==> src/rtl/pong_match_sequencer.sv <==
// Match-level sequencer for Pong: game state, scores, serve delay and win decision.
// Optional pause feature enabled by defining PONG_PAUSE_EN.
module pong_match_sequencer #(
    parameter int WIN_SCORE         = 7,
    parameter int SCORE_W           = 3,
    parameter int SERVE_DELAY_TICKS = 2,
    parameter int DLY_W             = 3
) (
    input  logic               clk,
    input  logic               rst,
    input  logic               start,
    input  logic               tick,
    input  logic               miss1,
    input  logic               miss2,
`ifdef PONG_PAUSE_EN
    input  logic               pause,
    output logic               paused,
`endif
    output logic [1:0]         state,
    output logic [SCORE_W-1:0] score1,
    output logic [SCORE_W-1:0] score2,
    output logic               ball_run,
    output logic               ball_reset,
    output logic               serve_dir,
    output logic [1:0]         winner,
    output logic               timer_run,
    output logic               timer_clr
);

    typedef enum logic [1:0] {
        NEW_GAME = 2'd0,
        PLAY     = 2'd1,
        NEW_BALL = 2'd2,
        OVER     = 2'd3
    } state_t;

    state_t             state_q, state_n;
    logic [SCORE_W-1:0] score1_q, score1_n, score2_q, score2_n;
    logic               dir_q, dir_n;
    logic [1:0]         win_q, win_n;
    logic [DLY_W-1:0]   cnt_q, cnt_n;
    logic               start_d;
    logic               start_evt;
    logic               live;

    assign start_evt = start & ~start_d;

`ifdef PONG_PAUSE_EN
    logic pause_d, paused_q, paused_n;
    logic pause_evt;
    assign pause_evt = pause & ~pause_d;
    assign live      = ~paused_q;
`else
    assign live      = 1'b1;
`endif

    // start_d (and pause_d) reset high so a level held through reset is not an edge
    always_ff @(posedge clk or negedge rst) begin
        if (!rst) begin
            state_q  <= NEW_GAME;
            score1_q <= '0;
            score2_q <= '0;
            dir_q    <= 1'b0;
            win_q    <= '0;
            cnt_q    <= '0;
            start_d  <= 1'b1;
`ifdef PONG_PAUSE_EN
            pause_d  <= 1'b1;
            paused_q <= 1'b0;
`endif
        end else begin
            state_q  <= state_n;
            score1_q <= score1_n;
            score2_q <= score2_n;
            dir_q    <= dir_n;
            win_q    <= win_n;
            cnt_q    <= cnt_n;
            start_d  <= start;
`ifdef PONG_PAUSE_EN
            pause_d  <= pause;
            paused_q <= paused_n;
`endif
        end
    end

    always_comb begin
        state_n  = state_q;
        score1_n = score1_q;
        score2_n = score2_q;
        dir_n    = dir_q;
        win_n    = win_q;
        cnt_n    = cnt_q;
`ifdef PONG_PAUSE_EN
        paused_n = paused_q;
`endif
        unique case (state_q)
            NEW_GAME: begin
                score1_n = '0;
                score2_n = '0;
                win_n    = '0;
                if (start_evt) state_n = PLAY;
            end
            PLAY: begin
`ifdef PONG_PAUSE_EN
                if (pause_evt) paused_n = ~paused_q;
`endif
                if (live) begin
                    if (miss1 && !miss2) begin
                        score2_n = score2_q + SCORE_W'(1);
                        dir_n    = 1'b0;
                        if (score2_q == SCORE_W'(WIN_SCORE - 1)) begin
                            state_n = OVER;
                            win_n   = 2'd2;
                        end else begin
                            state_n = NEW_BALL;
                            cnt_n   = DLY_W'(SERVE_DELAY_TICKS);
                        end
                    end else if (miss2 && !miss1) begin
                        score1_n = score1_q + SCORE_W'(1);
                        dir_n    = 1'b1;
                        if (score1_q == SCORE_W'(WIN_SCORE - 1)) begin
                            state_n = OVER;
                            win_n   = 2'd1;
                        end else begin
                            state_n = NEW_BALL;
                            cnt_n   = DLY_W'(SERVE_DELAY_TICKS);
                        end
                    end else if (miss1 && miss2) begin
                        state_n = NEW_BALL;
                        cnt_n   = DLY_W'(SERVE_DELAY_TICKS);
                    end
                end
            end
            NEW_BALL: begin
                // zero count leaves next edge; a tick only ever decrements
                if (cnt_q == '0)  state_n = PLAY;
                else if (tick)    cnt_n   = cnt_q - DLY_W'(1);
            end
            OVER: begin
                if (start_evt) state_n = NEW_GAME;
            end
        endcase
`ifdef PONG_PAUSE_EN
        if (state_n != PLAY) paused_n = 1'b0;
`endif
    end

    always_comb begin
        state      = state_q;
        score1     = score1_q;
        score2     = score2_q;
        serve_dir  = dir_q;
        winner     = win_q;
        ball_run   = (state_q == PLAY) && live;
        ball_reset = (state_q != PLAY);
        timer_run  = (state_q == PLAY) && live;
        timer_clr  = (state_q == NEW_GAME);
`ifdef PONG_PAUSE_EN
        paused     = paused_q;
`endif
    end

endmodule

==> config.mk <==
export PLATFORM = sky130hd
export DESIGN_NAME = pong_match_sequencer
export DESIGN_NICKNAME = d
export VERILOG_FILES = /design/src/rtl/pong_match_sequencer.sv
export SDC_FILE = /design/constraint.sdc
export NUM_CORES = 1
export LEC_CHECK = 0
export BUFFER_PORTS_ARGS = -buffer_cell sky130_fd_sc_hd__buf_2
export CAP_MARGIN = 5
export CORE_MARGIN = 8
export CORE_UTILIZATION = 50
export DETAILED_ROUTE_END_ITERATION = 10
export MAX_ROUTING_LAYER = met4
export PLACE_DENSITY = 0.75
export SYNTH_ARGS = -nofsm -noshare
export SYNTH_HDL_FRONTEND = slang
export SYNTH_SLANG_ARGS = --single-unit
==> constraint.sdc <==
create_clock -name clk -period 2.2 [get_ports clk]
set_input_delay 0.55 -clock clk [delete_from_list [all_inputs] [get_ports clk]]
set_output_delay 0.55 -clock clk [all_outputs]
set_load 0.02 [all_outputs]
Yosys cells after proc, flatten, opt, wreduce, memory -nomap -nowiden --
Index checks and enable logic that the tools add are counted.
Operators by class: $add $sub $neg 3, equality and inequality tests 20, mux-type cells 29, bitwise operators 2, reduce and logical (&&, ||, !) cells 16
Operators by type and width (number):
- $mux 3 | 10
- $mux 2 | 10
- $pmux 3 s2 | 3
- $ne 2x2->1 const B | 5
- $ne 2x1->1 const B | 4
- $pmux 2 s4 | 1
- $reduce_and 4->1 | 2
- $add 3x1->3 const B | 2
- $eq 3x3->1 const B | 2
- $ne 3x1->1 const B | 2
- $reduce_and 6->1 | 1
- $reduce_bool 2->1 | 3
- $eq 2x2->1 const B | 2
- $mux 1 | 4
- $ne 4x1->1 const B | 1
- $ne 4x4->1 const B | 1
- $pmux 2 s2 | 1
- $reduce_and 2->1 | 2
- $logic_and 1x1->1 | 3
- $logic_not 3->1 | 1
- $ne 3x2->1 const B | 1
- $ne 3x3->1 const B | 1
- $reduce_and 3->1 | 1
- $sub 3x1->3 const B | 1
- 5 further kinds | 6
Word-level totals: register bits 15, input bits 6, output and inout port bits 15, word-level logic and storage cells 77

Logic depth before layout (Yosys ltp) --
depth in word-level cells 5, mapped depth 7

Least setup slack after synthesis --
OpenSTA, ideal clock, no wires.
path type reg-to-reg, from register state_q[1], in the netlist state[1], to register cnt_q[1], setup time 0.125 ns, arrival 1.943 ns, required time 2.075 ns, setup slack 0.132 ns, cell stages (with the launch flop) 7, clock period less this slack 2.068 ns, path through dfrtp_1 inv_1 ha_1 inv_2 or3_1 and4_4 mux2_4
Between the ends: cells in the longest elaborated chain, start to end 3, elaborated cells between the ends (all ways) 10, classes of those cells eq/ne: 7; mux: 1; reduce/logical: 2
Ends and longest elaborated chain:
- start, declared | line 37 | state_t state_q, state_n;
- start signal, assigned | line 72 | state_q <= state_n;
- $eq 2x1->1 (*)
- named net ball_run | line 22 | output logic ball_run,
- $ne 4x4->1 (no source line), or another cell as far along
- $reduce_and 6->1 (no source line)
- end signal, assigned | line 77 | cnt_q <= cnt_n;
- end, declared | line 41 | logic [DLY_W-1:0] cnt_q, cnt_n;
Mark *: on every way through the listed nets, which the timed path passes. The rest lies on a longest branch. A chain may end at the register's enable or synchronous reset.

Worst setup path after layout --
from register state_q[1], in the netlist state[1], to output port timer_run
Between the ends: cells in the longest elaborated chain, start to end 1
Ends and longest elaborated chain:
- $eq 2x1->1 | line 156 | timer_run = (state_q == PLAY) && live;
- end, declared | line 26 | output logic timer_run,
Every way passes these cells.

==> flow_metrics.py <==
metrics = {
    "synth": {
        "yosysUniqueCellTypes": 31,
        "ys.flop_type": "dfrtp_1",
        "synth_top_area_share_pct": 37.14,
        "synth-seq-cells": 15,
        "syn_nets": 117,
        "synth_commonest_cells": "15 x ha_1, 14 x dfrtp_1, 10 x inv_1, 8 x nand2_1, 8 x o21ai_1",
        "synth.most_common_cell": "ha_1",
        "syn_area_um2": 943.4,
        "synth_top_area_cell": "dfrtp_1",
        "yosys_warnings": 0,
        "avgSynthCellArea_um2": 9.827,
        "synthTopCellsByArea": "dfrtp_1 37%, ha_1 20%, mux2i_1 4.2%",
        "synth_cells": 96,
        "async_flop_share_pct": 100.0,
        "synth_edf_count": 0,
        "ys_seq_area_share_pct": 39.92,
    },
    "floorplanning": {
        "start_util_pct": 54.05,
        "ios": 21,
        "core_mm2": 0.001745,
        "rows": 15,
        "die-area_mm2": 0.003533,
        "die_h_um": 59.44,
        "die_w_um": 59.44,
    },
    "timing": {
        "finalWorstPathRequiredPeriod_ps": 1943,
        "grt_setup_unrepaired": "no",
        "timing.final.crit_share_pct": 88.34,
        "final-setup-viol-count": 0,
        "fin_tns_setup_ps": 0,
        "hold_viol_final": 0,
        "hold_slack_ps": 163.7,
        "slew_headroom_pct": 67.27,
        "worst_slew_pin_slew_ps": 489.2,
        "fmax_mhz": 514.6,
        "drv_slew": 0,
        "fin_skew_ps": 1.986,
    },
    "placement": {
        "place.gp.congestion": 0.8144,
        "port_buffers": 20,
        "hpwl_um": 1527,
        "post_dp_cell_area_mm2": 0.001070,
    },
    "global_routing": {
        "grt_usage_pct": 13.27,
        "grt_pass1_vias": 808,
        "grt_max_degree": 16,
        "grt_overflow": 0,
        "grt_first_pass_wirelength_um": 3539,
        "grt_antenna_before_repair": 0,
    },
    "finish": {
        "fillers": 172,
        "antennaDiodeCount": 0,
        "post_route_cells_drive_above_1_share_pct": 23.53,
        "final_area_mm2": 0.001096,
        "fin_util_pct": 62.80,
        "final_nets": 141,
        "area_growth_pct": 16.18,
    },
    "clock_network": {
        "tritoncts": "done",
        "post_cts_buffers": 0,
        "cts_buffers": 3,
        "insertion_delay_ps": 280,
        "clk_path_buf_depth": 2,
        "cts_sinks": 15,
        "post_cts_resized": 0,
        "root_buffer": "clkbuf_4",
        "htree_levels": 1,
        "cts_hold_buf": 0,
        "clkTransAtPathRegs_ps": 90,
    },
    "route": {
        "ant_nets": 0,
        "first_pass_iters": 4,
        "dr_total_vias": 732,
        "drt-total-wl_um": 2044,
        "avgViaCountPerCell": 5.083,
        "avgRoutedWirePerCell_um": 14.19,
        "drc": 0,
        "initialDrtViolationCount": 16,
    },
    "critical_path": {
        "worstSetupEndpointType": "primary output",
        "worst-path-buf-inv": 3,
        "arrival_ps": 1390,
        "crit_path_top_delay_cell": "dfrtp_1",
        "path_max_fanout": 12,
        "start_kind": "flip-flop",
        "path_delay_family": "buffers and inverters",
        "cp.required_ps": 1650,
        "critPathKind": "flip-flop to primary output",
        "critical_path.cell_chain": "inv_1 > ha_1 > buf_4 > buf_2",
        "max_stage_delay_ps": 430,
    },
    "power": {
        "pwr-share-clk_pct": 10.8,
        "leakage_nw": 0.5755,
        "p_comb_share_pct": 60.1,
        "p_switching_w": 0.0006858,
        "swShare_pct": 46.51,
        "powerDensity_mw_per_mm2": 1345,
        "peakVddDrop_mv": 0.7310,
        "power.internal_w": 0.0007885,
        "seqPwrFrac_pct": 29.2,
    },
    "job": {
        "maxCapViolations": 0,
    },
    "status": {
        "status": "complete, no violations",
    },
    "hold_path": {
        "hold_class": "input port to async pin",
    },
}
cell type report:
| class | count | area [um2] | area share [%] |
|---|---|---|---|
| sequential | 15 | 376.6 | 34.36 |
| tap | 25 | 31.28 | 2.854 |
| multi-input combinational | 67 | 509.2 | 46.46 |
| timing repair buffer | 21 | 107.6 | 9.817 |
| inverter | 12 | 45.04 | 4.110 |
| clock buffer | 4 | 26.28 | 2.397 |
layout by cell type (no fill, tap or decap), types with 2 or more instances in the layout:
cell	count
inv_1	10
ha_1	15
buf_2	20
nor2_1	3
clkbuf_4	3
nor2b_1	2
nand3_1	4
o21ai_1	8
nand2b_1	3
nand2_1	8
mux2i_1	4
a21oi_1	5
dfrtp_1	14
metal layers:
metal	GRT usage [%]	share of wire, %
met3	4.121	4.4
met5	-	0
met2	20.96	48
met4	6.143	1.2
met1	14.93	46
sequential cells by signal, indices dropped and copies added (netlist names):
| register | count |
|---|---|
| winner | 2 |
| serve_dir | 1 |
| cnt_q | 3 |
| start_d | 1 |
| score1 | 3 |
| score2 | 3 |
| state | 2 |
worst paths after layout:
kind,start,end,slack [ps],depth (start not counted)
max,state[1],timer_run,260,4
min,rst,cnt_q[2],160,1
max reg2reg,state[1],winner[0],290,7
min reg2reg,serve_dir,serve_dir,510,2
max in group asynchronous,rst,start_d,1740,1
min in group clk,start,start_d,380,1
logic make-up after synthesis:
group,after synthesis,share of synthesized area [%]
AND/OR/NAND/NOR,25,13.66
flip-flops,15,39.92
adder cells (fa/ha/maj),15,19.89
AO/OA/AOI/OAI,21,13.40
multiplexers,6,7.029
buffers and inverters,14,6.100
power groups by stage:
stage,logic (W),registers (W),clock network (W)
finish,0.000886,0.000430,0.000159
global route,0.000971,0.000444,0.000182
CTS,0.000891,0.000430,0.000161
detailed placement,0.000881,0.000435,0
global placement,0.000855,0.000431,0
floorplan,0.000572,0.000511,0
metrics by stage:
step	total power [W]	setup WS [ps]	std cells
6_report	0.001474	256.6	144
5_1_grt	0.001597	169.2	144
4_1_cts	0.001482	266.2	144
3_5_place_dp	0.001316	193.9	140
3_3_place_gp	0.001286	200.2	140
2_1_floorplan	0.001083	131.6	96
Power figures use the tool's default switching activity.
